**config.mk**
```make
export PLATFORM = sky130hd
export DESIGN_NAME = actor_scanner_flat
export DESIGN_NICKNAME = d
export VERILOG_FILES = /design/src/rtl/actor_scanner_pkg.sv /design/src/rtl/actor_scanner_if.sv /design/src/rtl/actor_slot_list.sv /design/src/rtl/actor_scanner.sv /design/src/flat_wrapper.sv
export SDC_FILE = /design/constraint.sdc
export NUM_CORES = 1
export LEC_CHECK = 0
export ABC_AREA = 1
export CORE_MARGIN = 4
export CORE_UTILIZATION = 52
export DETAILED_ROUTE_END_ITERATION = 8
export PLACE_DENSITY = 0.8
export SKIP_CTS_REPAIR_TIMING = 1
export SLEW_MARGIN = 5
export SYNTH_ARGS = -nofsm -noshare
export SYNTH_HDL_FRONTEND = slang
export SYNTH_SLANG_ARGS = --single-unit
```
**constraint.sdc**
```tcl
create_clock -name clk -period 2.2 [get_ports clk]
set_input_delay 0.66 -clock clk [delete_from_list [all_inputs] [get_ports clk]]
set_output_delay 0.66 -clock clk [all_outputs]
set_load 0.01 [all_outputs]
```
**src/rtl/actor_scanner_pkg.sv**
```systemverilog
// Shared definitions for the per-scanline actor scanner.
// Cell field positions, cell geometry and FSM encoding.
package actor_scanner_pkg;

  localparam int POS_Y_MSB  = 11;
  localparam int POS_Y_LSB  = 6;
  localparam int POS_X_MSB  = 5;
  localparam int CELL_SHIFT = 3;
  localparam int ROW_W      = POS_Y_MSB - POS_Y_LSB + 1;

  typedef enum logic [1:0] {
    ST_IDLE   = 2'd0,
    ST_SCAN   = 2'd1,
    ST_COMMIT = 2'd2
  } state_e;

  function automatic logic [ROW_W-1:0] cell_row(
    input logic [8:0] v
  );
    return v[8:CELL_SHIFT];
  endfunction

endpackage

```
**src/rtl/actor_scanner_if.sv**
```systemverilog
// Bus bundle between the scanner, the actor demux and the renderer.
// master = scanner side, slave = environment side.
interface actor_scanner_if #(
  parameter int MAX_SLOTS = 2
);
  logic                   line_start;
  logic [8:0]             vline;
  logic [2:0]             select;
  logic [11:0]            position_in;
  logic [7:0]             sprite_in;
  logic [MAX_SLOTS-1:0]   slot_valid;
  logic [6*MAX_SLOTS-1:0] slot_x;
  logic [8*MAX_SLOTS-1:0] slot_sprite;
  logic [3*MAX_SLOTS-1:0] slot_line;
  logic                   busy;
  logic                   done;
  logic                   overflow;

  modport master (
    input  line_start, vline,
    input  position_in, sprite_in,
    output select,
    output slot_valid, slot_x,
    output slot_sprite, slot_line,
    output busy, done, overflow
  );

  modport slave (
    output line_start, vline,
    output position_in, sprite_in,
    input  select,
    input  slot_valid, slot_x,
    input  slot_sprite, slot_line,
    input  busy, done, overflow
  );
endinterface

```
**src/rtl/actor_slot_list.sv**
```systemverilog
// Working slot buffer filled during a scan plus the committed copy
// the renderer reads; commit is a single-edge snapshot.
module actor_slot_list
  import actor_scanner_pkg::*;
#(
  parameter int MAX_SLOTS = 2
) (
  input  logic                   clk,
  input  logic                   rst_n,
  input  logic                   i_clear,
  input  logic                   i_push,
  input  logic [5:0]             i_x,
  input  logic [7:0]             i_sprite,
  input  logic [2:0]             i_line,
  input  logic                   i_commit,
  output logic [MAX_SLOTS-1:0]   o_valid,
  output logic [6*MAX_SLOTS-1:0] o_x,
  output logic [8*MAX_SLOTS-1:0] o_sprite,
  output logic [3*MAX_SLOTS-1:0] o_line,
  output logic                   o_overflow
);

  localparam int CW = $clog2(MAX_SLOTS + 1);

  logic [CW-1:0]          r_count;
  logic                   r_ovf;
  logic [MAX_SLOTS-1:0]   r_valid;
  logic [6*MAX_SLOTS-1:0] r_x;
  logic [8*MAX_SLOTS-1:0] r_sprite;
  logic [3*MAX_SLOTS-1:0] r_line;

  logic                   r_c_ovf;
  logic [MAX_SLOTS-1:0]   r_c_valid;
  logic [6*MAX_SLOTS-1:0] r_c_x;
  logic [8*MAX_SLOTS-1:0] r_c_sprite;
  logic [3*MAX_SLOTS-1:0] r_c_line;

  logic w_full;

  assign w_full = (r_count == CW'(MAX_SLOTS));

  always_ff @(posedge clk or negedge rst_n) begin
    if (!rst_n) begin
      r_count    <= '0;
      r_ovf      <= 1'b0;
      r_valid    <= '0;
      r_x        <= '0;
      r_sprite   <= '0;
      r_line     <= '0;
      r_c_ovf    <= 1'b0;
      r_c_valid  <= '0;
      r_c_x      <= '0;
      r_c_sprite <= '0;
      r_c_line   <= '0;
    end else begin
      if (i_clear) begin
        r_count  <= '0;
        r_ovf    <= 1'b0;
        r_valid  <= '0;
        r_x      <= '0;
        r_sprite <= '0;
        r_line   <= '0;
      end else if (i_push) begin
        if (w_full) begin
          r_ovf <= 1'b1;
        end else begin
          for (int k = 0; k < MAX_SLOTS; k++) begin
            if (r_count == CW'(k)) begin
              r_valid[k]        <= 1'b1;
              r_x[6*k +: 6]     <= i_x;
              r_sprite[8*k +: 8] <= i_sprite;
              r_line[3*k +: 3]  <= i_line;
            end
          end
          r_count <= r_count + 1'b1;
        end
      end
      // Unused working slots are zero, so the copy zeroes them too.
      if (i_commit) begin
        r_c_ovf    <= r_ovf;
        r_c_valid  <= r_valid;
        r_c_x      <= r_x;
        r_c_sprite <= r_sprite;
        r_c_line   <= r_line;
      end
    end
  end

  assign o_valid    = r_c_valid;
  assign o_x        = r_c_x;
  assign o_sprite   = r_c_sprite;
  assign o_line     = r_c_line;
  assign o_overflow = r_c_ovf;

endmodule

```
**src/rtl/actor_scanner.sv**
```systemverilog
// Per-scanline actor evaluator: walks the demux select over all
// actors, keeps those on the requested cell row, commits a slot list.
module actor_scanner
  import actor_scanner_pkg::*;
#(
  parameter int NUM_ACTORS = 2,
  parameter int MAX_SLOTS  = 2
) (
  input logic            clk,
  input logic            rst_n,
  actor_scanner_if.master bus
);

  localparam logic [2:0] LAST = 3'(NUM_ACTORS - 1);

  state_e     r_state;
  logic [8:0] r_vline;
  logic [2:0] r_select;
  logic       r_busy;
  logic       r_done;

  logic w_last;
  logic w_hit;
  logic w_push;
  logic w_commit;

  logic [MAX_SLOTS-1:0]   w_valid;
  logic [6*MAX_SLOTS-1:0] w_x;
  logic [8*MAX_SLOTS-1:0] w_sprite;
  logic [3*MAX_SLOTS-1:0] w_line;
  logic                   w_ovf;

  assign w_last = (r_select == LAST);
  assign w_hit  = (bus.position_in[POS_Y_MSB:POS_Y_LSB]
                   == cell_row(r_vline));

  // A line_start anywhere wins: it restarts and suppresses commit.
  assign w_push   = (r_state == ST_SCAN) && !bus.line_start && w_hit;
  assign w_commit = (r_state == ST_COMMIT) && !bus.line_start;

  always_ff @(posedge clk or negedge rst_n) begin
    if (!rst_n) begin
      r_state  <= ST_IDLE;
      r_vline  <= '0;
      r_select <= '0;
      r_busy   <= 1'b0;
      r_done   <= 1'b0;
    end else begin
      r_done <= 1'b0;
      if (bus.line_start) begin
        r_state  <= ST_SCAN;
        r_vline  <= bus.vline;
        r_select <= '0;
        r_busy   <= 1'b1;
      end else begin
        unique case (r_state)
          ST_SCAN: begin
            if (w_last) r_state <= ST_COMMIT;
            else        r_select <= r_select + 3'd1;
          end
          ST_COMMIT: begin
            r_state  <= ST_IDLE;
            r_select <= '0;
            r_busy   <= 1'b0;
            r_done   <= 1'b1;
          end
          default: begin
            r_select <= '0;
          end
        endcase
      end
    end
  end

  actor_slot_list #(
    .MAX_SLOTS (MAX_SLOTS)
  ) u_list (
    .clk        (clk),
    .rst_n      (rst_n),
    .i_clear    (bus.line_start),
    .i_push     (w_push),
    .i_x        (bus.position_in[POS_X_MSB:0]),
    .i_sprite   (bus.sprite_in),
    .i_line     (r_vline[CELL_SHIFT-1:0]),
    .i_commit   (w_commit),
    .o_valid    (w_valid),
    .o_x        (w_x),
    .o_sprite   (w_sprite),
    .o_line     (w_line),
    .o_overflow (w_ovf)
  );

  assign bus.select      = r_select;
  assign bus.busy        = r_busy;
  assign bus.done        = r_done;
  assign bus.slot_valid  = w_valid;
  assign bus.slot_x      = w_x;
  assign bus.slot_sprite = w_sprite;
  assign bus.slot_line   = w_line;
  assign bus.overflow    = w_ovf;

endmodule

```
**src/flat_wrapper.sv**
```systemverilog
// flat-port wrapper written by rule: the top's interface ports become plain ports
module actor_scanner_flat import actor_scanner_pkg::*;
#(
  parameter int NUM_ACTORS = 2,
  parameter int MAX_SLOTS  = 2
)
  (clk, rst_n, bus_line_start, bus_vline, bus_position_in, bus_sprite_in, bus_select, bus_slot_valid, bus_slot_x, bus_slot_sprite, bus_slot_line, bus_busy, bus_done, bus_overflow);
  actor_scanner_if #(.MAX_SLOTS(MAX_SLOTS)) bus_i ();
  input logic clk;
  input logic rst_n;
  input wire logic [$bits(bus_i.line_start)-1:0] bus_line_start;
  input wire logic [$bits(bus_i.vline)-1:0] bus_vline;
  input wire logic [$bits(bus_i.position_in)-1:0] bus_position_in;
  input wire logic [$bits(bus_i.sprite_in)-1:0] bus_sprite_in;
  output wire logic [$bits(bus_i.select)-1:0] bus_select;
  output wire logic [$bits(bus_i.slot_valid)-1:0] bus_slot_valid;
  output wire logic [$bits(bus_i.slot_x)-1:0] bus_slot_x;
  output wire logic [$bits(bus_i.slot_sprite)-1:0] bus_slot_sprite;
  output wire logic [$bits(bus_i.slot_line)-1:0] bus_slot_line;
  output wire logic [$bits(bus_i.busy)-1:0] bus_busy;
  output wire logic [$bits(bus_i.done)-1:0] bus_done;
  output wire logic [$bits(bus_i.overflow)-1:0] bus_overflow;
  assign bus_i.line_start = bus_line_start;
  assign bus_i.vline = bus_vline;
  assign bus_i.position_in = bus_position_in;
  assign bus_i.sprite_in = bus_sprite_in;
  assign bus_select = bus_i.select;
  assign bus_slot_valid = bus_i.slot_valid;
  assign bus_slot_x = bus_i.slot_x;
  assign bus_slot_sprite = bus_i.slot_sprite;
  assign bus_slot_line = bus_i.slot_line;
  assign bus_busy = bus_i.busy;
  assign bus_done = bus_i.done;
  assign bus_overflow = bus_i.overflow;
  actor_scanner #(.NUM_ACTORS(NUM_ACTORS), .MAX_SLOTS(MAX_SLOTS)) u_core (.clk(clk), .rst_n(rst_n), .bus(bus_i));
endmodule
```
==> impl_metrics.tcl <==
set metrics [dict create \
    status "finished clean" \
    drt-initial-drc-count 200 \
    cts_buffer_depth 2 \
    grt_pass1_wl_um 15300 \
    syn_nets 486 \
    dp_hpwl_um 6140 \
    syn_area_per_cell_um2 8.61 \
    cts_buffers 9 \
    total_power_mw 3.32 \
    track_usage_pct 22.1 \
    fill_cells 586 \
    grt_pass1_vias 3261 \
    start_util_pct 53.3 \
    setup_viol 0 \
    h-tree-depth 3 \
    max_freq_ghz 0.502 \
    clock_latency_ps 370 \
    place_congestion 0.810 \
    antenna_left 0 \
    grt_max_degree 43 \
    n_antenna_cell 0 \
    area_growth_pct 28.4 \
    required_ps 1540 \
    drive_above_1_share_pct 7.37 \
    p_leak_nw 2.62 \
    syn_area_um2 3870 \
    rsz0062_at_grt "no" \
    drc_errors 0 \
    multi_input_area_um2 1370 \
    rows 31 \
    num_io_pins 74 \
    arrival_ps 1330 \
    viasPerCell 5.15 \
    seq_area_um2 2300 \
    crit_slowest_cell "clkdlybuf4s50_1" \
    maxSlewViolCount 0 \
    overflow 0 \
    nets 561 \
    skew_ps 14.5 \
    cp_num_buf_inv 1 \
    cts_tree "built" \
    syn-instance-count 449 \
    clk_pin_slew_ps 100 \
    die_x_um 94.2 \
    end_kind "output pin" \
    firstDrtPassIters 5 \
    ys_warn_count 0 \
    hold_viol_final 0 \
    vias 3237 \
    port_buffers 73 \
    drt-total-wl_um 8840 \
    worstSetupStartpointType "register" \
    worst_pin_slew_ps 529 \
    ys_ff_latch 92 \
    yosysSeqAreaShare_pct 59.5 \
    min_path_type "input port to async pin" \
    cts-root-buf "clkbuf_8" \
    synth_cell_types 22 \
    final_cell_mix "nand2_1, dfrtp_1, clkdlybuf4s50_1, nand4_1, inv_1" \
    cts.sink_count 92 \
    crit_chain "clkdlybuf4s50_1" \
    vdd_ir_drop_max_mv 0.342 \
    core_area_um2 7250 \
    wl_per_cell_um 14.1 \
    period_needed_ps 1990 \
    crit_family "buffers and inverters" \
    cp_max_fo 5 \
    p_per_area_nw_per_um2 668 \
    max_stage_delay_ps 560 \
    dieArea_um2 8880 \
    min_period_over_period_pct 90.5 \
    slew_headroom_pct 64.7 \
    antenna_found_initial 0 \
    post-route-util_pct 68.5 \
    maxCapViolations 0 \
    holdWs_ps 262 \
    layout_commonest_cell "nand2_1" \
    path_class "register to output pin" \
    fp.dieH_um 94.2 \
]
-- worst paths after layout --
path                                                 start  slack, ps  cells after the start                    endpoint
worst max-delay path                  u_core.bus.select[0]        210                      1               bus_select[0]
worst min-delay path                                 rst_n        260                      1       u_core.u_list.o_x[11]
worst max register to register    u_core.u_list.r_count[0]        480                      8        u_core.u_list.r_x[6]
worst min register to register  u_core.u_list.r_sprite[14]        480                      2  u_core.u_list.r_sprite[14]
max in group asynchronous                            rst_n       1300                      2        u_core.u_list.r_x[9]
min in group clk                u_core.u_list.r_sprite[14]        480                      2  u_core.u_list.r_sprite[14]
-- where the power goes --
part / switching [mW] / internal (mW)
registers: 0.0505 / 1.76
logic: 0.242 / 0.188
clock network: 0.620 / 0.460
total: 0.912 / 2.40
-- cell families after synthesis --
logic type / Yosys count / synth area share (%)
buffers and inverters: 45 / 5.14
AOI/OAI and AO/OA: 12 / 1.91
xor gates and xnor gates: 1 / 0.227
adders and majority gates: 5 / 1.62
DFF: 92 / 59.5
and+or+nand+nor: 294 / 31.6
-- stage by stage --
step	cells	TNS (ps)	setup slack [ps]	cell area, um2
final	628	0	210	4970
after global routing	628	0	135	4970
after CTS	628	0	201	4970
after detailed placement	612	-1860	-92.7	4770
after global placement	612	-567	-37.4	4770
after floorplan	449	0	553	3870
-- cell usage after synthesis --
cell      number  share of area, %
a21oi_1        1              0.13
buf_1          3              0.29
buf_2          9               1.2
buf_4          3              0.58
buf_6          1              0.29
clkbuf_1       6              0.58
dfrtp_1       92                60
ha_1           5               1.6
inv_1         22               2.1
inv_2          1             0.097
nand2_1      233                23
nand2_2        2              0.32
nand3_1        3              0.39
nand3_2        1              0.26
nand4_1       36               5.8
nor2_1        16               1.6
nor2_2         1              0.16
nor2_4         1              0.29
o21ai_0       10               1.3
o21bai_4       1              0.49
or2_2          1              0.16
xnor2_1        1              0.23
-- cell type report --
class / instances / area share [%]
clock buffers: 10 / 2.77
clock inverters: 6 / 1.18
inverters: 23 / 1.74
multi-input cells: 312 / 27.6
flip-flops and latches: 92 / 46.4
well taps: 99 / 2.49
repair buffers: 86 / 17.9
-- state kept, by name, indices dropped and copies added, names as in the netlist --
| register | flops |
|---|---|
| u_core.u_list.o_sprite | 16 |
| u_core.u_list.r_sprite | 16 |
| u_core.u_list.o_x | 12 |
| u_core.u_list.r_x | 12 |
| u_core.r_vline | 9 |
| u_core.u_list.o_line | 6 |
| u_core.u_list.r_line | 6 |
| u_core.bus.select | 3 |
| u_core.r_state | 2 |
| u_core.u_list.o_valid | 2 |
| u_core.u_list.r_count | 2 |
| u_core.u_list.r_valid | 2 |
| u_core.bus.busy | 1 |
| u_core.bus.done | 1 |
| u_core.u_list.o_overflow | 1 |
| u_core.u_list.r_ovf | 1 |
-- metal layers --
layer  wire (um)  global-route usage, %  vias to the layer above
met2        4330                   34.9                      118
met1        3740                   29.5                     1539
li1            -                      -                     1561
met3         529                   4.73                       19
met5           0                      0                        -
met4         245                   9.51                        0
Power figures use the tool's default switching activity.
